$ cat src/rtl/rv32_csr_pkg.sv
// Shared encodings for the Zicsr access unit: funct3 values, privilege levels,
// FSM states and the write-value helper.
package rv32_csr_pkg;

  localparam logic [2:0] F3_CSRRW  = 3'b001;
  localparam logic [2:0] F3_CSRRS  = 3'b010;
  localparam logic [2:0] F3_CSRRC  = 3'b011;
  localparam logic [2:0] F3_CSRRWI = 3'b101;
  localparam logic [2:0] F3_CSRRSI = 3'b110;
  localparam logic [2:0] F3_CSRRCI = 3'b111;

  localparam logic [1:0] PRIV_U = 2'd0;
  localparam logic [1:0] PRIV_S = 2'd1;
  localparam logic [1:0] PRIV_M = 2'd3;

  // csr_addr[11:10] value marking a read-only CSR
  localparam logic [1:0] CSR_RO_FIELD = 2'b11;

  typedef enum logic [1:0] {
    ST_IDLE  = 2'd0,
    ST_READ  = 2'd1,
    ST_RWAIT = 2'd2,
    ST_WRITE = 2'd3
  } csr_state_e;

  // funct3[1:0] selects the operation independent of the immediate form
  function automatic logic [31:0] csr_new_value(input logic [1:0]  op,
                                                input logic [31:0] old_val,
                                                input logic [31:0] src_val);
    logic [31:0] res;
    case (op)
      2'b01:   res = src_val;
      2'b10:   res = old_val | src_val;
      2'b11:   res = old_val & ~src_val;
      default: res = old_val;
    endcase
    return res;
  endfunction

  function automatic logic [31:0] csr_tval(input logic [2:0]  funct3,
                                           input logic [11:0] addr);
    return {17'd0, funct3, addr};
  endfunction

endpackage

$ cat src/rtl/rv32_csr_access_unit_legality.sv
// Combinational legality check for a Zicsr instruction: decodes whether it writes
// the CSR and whether it must trap as illegal.
module rv32_csr_legality_check
  import rv32_csr_pkg::*;
(
  input  logic [2:0]  funct3,
  input  logic [11:0] addr,
  input  logic [4:0]  rs1_idx,
  input  logic [1:0]  priviledge,
  output logic        illegal,
  output logic        write_req
);

  logic bad_op_s;
  logic priv_fail_s;
  logic ro_fail_s;

  // Decode write intent and reject undefined funct3 encodings
  always_comb begin
    write_req = 1'b0;
    bad_op_s  = 1'b0;
    case (funct3)
      F3_CSRRW, F3_CSRRWI: write_req = 1'b1;
      F3_CSRRS, F3_CSRRC, F3_CSRRSI, F3_CSRRCI: write_req = (rs1_idx != 5'd0);
      default: bad_op_s = 1'b1;
    endcase
  end

  // Privilege and read-only checks
  always_comb begin
    priv_fail_s = (addr[9:8] > priviledge);
    ro_fail_s   = (addr[11:10] == CSR_RO_FIELD) && write_req;
    illegal     = bad_op_s | priv_fail_s | ro_fail_s;
  end

endmodule

$ cat src/rtl/rv32_csr_access_unit.sv
// Zicsr initiator: accepts one CSR instruction at a time, checks legality, reads the
// old value, writes the updated value and returns the old value for rd write-back.
module rv32_csr_access_unit
  import rv32_csr_pkg::*;
#(
  parameter bit SYNC_READ = 1'b0
) (
  input  logic        clk,
  input  logic        rst,
  input  logic [1:0]  priviledge,
  input  logic        req_valid,
  output logic        req_ready,
  input  logic [2:0]  req_funct3,
  input  logic [11:0] req_csr_addr,
  input  logic [4:0]  req_rs1_idx,
  input  logic [31:0] req_rs1_data,
  input  logic [4:0]  req_rd_idx,
  output logic [11:0] csr_addr,
  output logic        csr_re,
  input  logic [31:0] csr_rdata,
  output logic        csr_we,
  output logic [31:0] csr_wdata,
  output logic        wb_valid,
  output logic [4:0]  wb_rd_idx,
  output logic [31:0] wb_data,
  output logic        exc_illegal,
  output logic [31:0] exc_tval
);

  csr_state_e  state_r;
  csr_state_e  next_state_s;
  logic [2:0]  funct3_r;
  logic [11:0] addr_r;
  logic [4:0]  rs1_idx_r;
  logic [31:0] rs1_data_r;
  logic [4:0]  rd_idx_r;
  logic [31:0] old_r;

  logic        illegal_s;
  logic        write_req_s;
  logic        read_en_s;
  logic        capture_s;
  logic [31:0] src_s;
  logic [31:0] new_val_s;

  rv32_csr_legality_check u_legality (
    .funct3     (funct3_r),
    .addr       (addr_r),
    .rs1_idx    (rs1_idx_r),
    .priviledge (priviledge),
    .illegal    (illegal_s),
    .write_req  (write_req_s)
  );

  // Operand selection and old-value capture point
  always_comb begin
    // CSRRW/CSRRWI with rd = x0 must not have a read side-effect
    read_en_s = !((funct3_r[1:0] == 2'b01) && (rd_idx_r == 5'd0));
    src_s     = funct3_r[2] ? {27'd0, rs1_idx_r} : rs1_data_r;
    new_val_s = csr_new_value(funct3_r[1:0], old_r, src_s);
    if (SYNC_READ) begin
      capture_s = (state_r == ST_RWAIT);
    end else begin
      capture_s = (state_r == ST_READ) && !illegal_s;
    end
  end

  // State register, request latch and old-value capture
  always_ff @(posedge clk) begin
    if (rst) begin
      state_r    <= ST_IDLE;
      funct3_r   <= 3'd0;
      addr_r     <= 12'd0;
      rs1_idx_r  <= 5'd0;
      rs1_data_r <= 32'd0;
      rd_idx_r   <= 5'd0;
      old_r      <= 32'd0;
    end else begin
      state_r <= next_state_s;
      if (req_valid && (state_r == ST_IDLE)) begin
        funct3_r   <= req_funct3;
        addr_r     <= req_csr_addr;
        rs1_idx_r  <= req_rs1_idx;
        rs1_data_r <= req_rs1_data;
        rd_idx_r   <= req_rd_idx;
      end
      if (capture_s) begin
        old_r <= read_en_s ? csr_rdata : 32'd0;
      end
    end
  end

  // Next-state and output decode; strobes only in their owning state
  always_comb begin
    next_state_s = state_r;
    req_ready    = 1'b0;
    csr_addr     = 12'd0;
    csr_re       = 1'b0;
    csr_we       = 1'b0;
    csr_wdata    = 32'd0;
    wb_valid     = 1'b0;
    wb_rd_idx    = 5'd0;
    wb_data      = 32'd0;
    exc_illegal  = 1'b0;
    exc_tval     = 32'd0;
    case (state_r)
      ST_IDLE: begin
        req_ready = 1'b1;
        if (req_valid) begin
          next_state_s = ST_READ;
        end else begin
          next_state_s = ST_IDLE;
        end
      end
      ST_READ: begin
        if (illegal_s) begin
          exc_illegal  = 1'b1;
          exc_tval     = csr_tval(funct3_r, addr_r);
          next_state_s = ST_IDLE;
        end else begin
          csr_addr     = addr_r;
          csr_re       = read_en_s;
          next_state_s = SYNC_READ ? ST_RWAIT : ST_WRITE;
        end
      end
      ST_RWAIT: begin
        csr_addr     = addr_r;
        next_state_s = ST_WRITE;
      end
      ST_WRITE: begin
        csr_addr     = addr_r;
        csr_we       = write_req_s;
        csr_wdata    = write_req_s ? new_val_s : 32'd0;
        wb_valid     = (rd_idx_r != 5'd0);
        wb_rd_idx    = wb_valid ? rd_idx_r : 5'd0;
        wb_data      = wb_valid ? old_r : 32'd0;
        next_state_s = ST_IDLE;
      end
      default: begin
        next_state_s = ST_IDLE;
      end
    endcase
  end

endmodule

$ cat config.mk
export PLATFORM = sky130hd
export DESIGN_NAME = rv32_csr_access_unit
export DESIGN_NICKNAME = d
export VERILOG_FILES = /design/src/rtl/rv32_csr_pkg.sv /design/src/rtl/rv32_csr_access_unit_legality.sv /design/src/rtl/rv32_csr_access_unit.sv
export SDC_FILE = /design/constraint.sdc
export NUM_CORES = 1
export LEC_CHECK = 0
export CAP_MARGIN = 15
export CORE_MARGIN = 2
export CORE_UTILIZATION = 40
export CTS_CLUSTER_SIZE = 24
export DETAILED_ROUTE_END_ITERATION = 8
export PLACE_DENSITY = 0.75
export RECOVER_POWER = 25
export SKIP_CTS_REPAIR_TIMING = 1
export SYNTH_ARGS = -nofsm -noshare
export SYNTH_HDL_FRONTEND = slang
export SYNTH_SLANG_ARGS = --single-unit
export TNS_END_PERCENT = 20
$ cat constraint.sdc
create_clock -name clk -period 3.8 [get_ports clk]
set_clock_uncertainty 0.1 [all_clocks]
set_input_delay 1.14 -clock clk [delete_from_list [all_inputs] [get_ports clk]]
set_output_delay 1.14 -clock clk [all_outputs]
set_load 0.01 [all_outputs]
==> results.txt <==
Seq/Total Area, Yosys - 0.3533
CP arrival - 2.58 ns
Final worst path period share - 1.006
Synth-to-Final Area Change - 45.89%
R2r worst-path depth - 6
Vias per std cell - 4.908
Clk root buf - clkbuf_16
Worst-Skew Late Latency - 0.34 ns
Antenna Violating Nets Remaining - 0
Pwr Density - 323.3 mW/mm2
Largest net degree at the start of global routing - 48
Tot Pwr - 2.432 mW
I/O pins - 212
Syn Inst Count - 690
Worst-case clock buffer depth - 2
Cell family with most CP delay - buffers and inverters
IO Port Bufs - 194
Final instance area - 0.007522 mm2
TritonRoute pass-1 iters - 5
Slowest CP cell - ha_4
Die width - 117.5 um
Tot GR Track Use - 0.2256
First-pass GRT wire length - 25530 um
Min-Delay Endpoint - rs1_data_r[0]$_SDFFE_PP0P_
Worst hold stages - 2
Setup ws final - -0.02264 ns
Commonest cells after routing, fill and taps aside - clkdlybuf4s50_1 (161), nand2_1 (148), a21oi_1 (110), dfxtp_1 (90), nor3_1 (52)
Status - complete, but fails checks
Max Transition Viols Final - 0
Worst Setup End Kind - primary output
Row count - 41
Routed length on met3 - 1196 um
Syn_area_per_cell - 7.473 um2
Post-synthesis cell area - 0.005156 mm2
Fillcell total - 1212
R2R Setup Slk - 0.82 ns
Failing checks - setup timing
Highest Clock Rate - 261.6 MHz
Total Nets Final - 956
Congestion Overflow GR - 0
Die Y - 117.5 um
Final GP Congestion - 0.8721
Final Hold Fails - 0
Cell Area, Placed - 0.007127 mm2
Final Critical Period - 3.823 ns
Min-delay src - rs1_data_r[0]$_SDFFE_PP0P_
Multi-input gate area - 0.002879 mm2
Full die area - 0.01381 mm2
Worst-margin pin slew - 1.352 ns
DP HPWL - 11480 um
Buf/Inv on CP - 6
CTS sink cnt - 91
Slew headroom - 0.09842
Flops & latches, synth - 91
Initial cell density of the core - 0.4086
Clock buffer count from CTS - 9
FF-to-FF End - funct3_r[2]$_SDFFE_PP0P_
Htree depth - 3
LEAKAGE - 3.255 nW
Crit start category - input port
Vias in the first global route - 4928
Proportion of layout cells with a drive suffix above 1 - 0.08439
Max Cap Viol - 0
Max Fanout on Critical Path - 7
Critical Path RT - 2.56 ns
RSZ-0062 raised after global routing - yes
Final setup viols - 2
Avg WL per Cell - 15.33 um
Met2 WL - 7252 um
DR iter-0 viols - 329
Distinct cells, synth - 38
Most used cell, CP - buf_6
Worst r2r src - state_r[1]$_SDFF_PP0_
Reg clk slew, reported paths - 0.07 ns
Yosys warning count - 0
Commonest non-fill, non-tap cell in the layout - clkdlybuf4s50_1
CTS tree - yes
WS Path Type - input port to primary output
Placeable core area - 0.01262 mm2
Top layer in use - met4
Critical path cell sequence - buf_8 > inv_4 > ha_4 > nor2b_4 > o21ai_4 > a311oi_4 > buf_4 > buf_6 > buf_6 > and2_4 > buf_6
Drt total wl - 15890 um
Metal1 wirelength - 7234 um
DR vias - 5090
Register area - 0.001823 mm2
HP Class - register to register
Antenna violations before repair - 0
Residual DRC - 0
Crit-path max cell delay - 0.26 ns
Ant diodes - 0
Final core occ - 0.5961
Worst vdd ir - 257.8 uV
-- flip-flops by register name (all words and copies together), names as in the netlist --
register,count
old_r,32
rs1_data_r,32
addr_r,12
rd_idx_r,5
rs1_idx_r,5
funct3_r,3
state_r,2
-- how the worst max path moves through the flow --
stage | end | startpoint | cells past startpoint
after floorplan | exc_tval[10] | priviledge[1] | 7
after global placement | exc_tval[13] | priviledge[1] | 9
after detailed placement | exc_tval[10] | priviledge[1] | 9
after CTS | exc_tval[10] | priviledge[1] | 9
after global routing | exc_tval[5] | priviledge[1] | 11
final | exc_tval[5] | priviledge[1] | 11
-- report_power, final --
part / internal, mW / switching, mW
logic: 0.227 / 0.235
clock network: 0.539 / 0.384
registers: 1.00 / 0.0443
total: 1.77 / 0.663
-- cells by family after synthesis --
kind of cell    count (synthesis)  synth area share
simple gates                  310            0.2980
mux                            37           0.07183
compound gates                137            0.1543
other cells                     1         0.0007273
xor+xnor                        5          0.008493
fa+ha+maj                       2          0.004852
flops                          91            0.3533
buf+inv                       107            0.1085
-- metal layers --
layer  up-vias  GRT usage
met5         -          0
met4         0    0.05497
met3        14    0.06202
met2       178     0.3681
met1      2305     0.2968
li1       2593          -
-- area by class of cell --
cell class | count | share of cell area
clock buffer | 11 | 0.03227
clock inverter | 5 | 0.008982
inverter | 31 | 0.01580
multi-input combinational | 508 | 0.3827
sequential | 91 | 0.2423
tap | 172 | 0.02861
timing repair buffer | 219 | 0.2893
-- cell usage after synthesis --
cell,number,area [um2]
nor2b_1,9,56.30
xor2_1,5,43.79
ha_1,2,25.02
buf_12,2,40.04
nand2_2,1,6.260
nor3b_1,25,187.7
nand2b_1,34,212.7
a221oi_1,6,52.55
a21o_4,1,15.01
a31oi_2,1,12.51
clkbuf_1,27,101.4
nor2_1,7,26.28
and3_1,5,31.28
buf_2,22,110.1
a211o_1,1,8.760
a21oi_1,110,550.5
o21bai_1,1,7.510
o21ai_4,1,16.27
and4_1,1,8.760
dfxtp_1,91,1822
buf_1,2,7.510
nand4_2,1,12.51
buf_6,1,11.26
inv_1,30,112.6
a31oi_1,1,6.260
nor3_1,52,260.3
buf_8,1,15.01
conb_1,1,3.750
nor4_4,1,21.27
nand2_1,150,563.0
a311oi_4,1,26.28
and2_1,23,143.9
clkinv_1,1,3.750
o21a_1,12,90.09
buf_4,21,157.7
mux2i_1,37,370.4
or2_1,1,6.260
o21ai_0,2,10.01
-- worst min-delay path: stages (launching register included) --
cell     delay (ns)
dfxtp_1        0.31
nand2_1        0.05
a21oi_1        0.05
-- metrics by stage --
step / hold slack [ns] / instances / TNS, ns / setup WS [ns]
final: 0.3591 / 1037 / -0.03879 / -0.02264
after global routing: 0.3787 / 1037 / -0.4269 / -0.07841
after CTS: 0.3625 / 1033 / -23.68 / -0.8468
after detailed placement: 0.3526 / 1017 / -22.88 / -0.8139
after global placement: 0.3431 / 1017 / -22.93 / -0.8160
after floorplan: 0.3357 / 706 / 0 / 0.1552
Note: power is estimated with default switching activity, not from simulation.
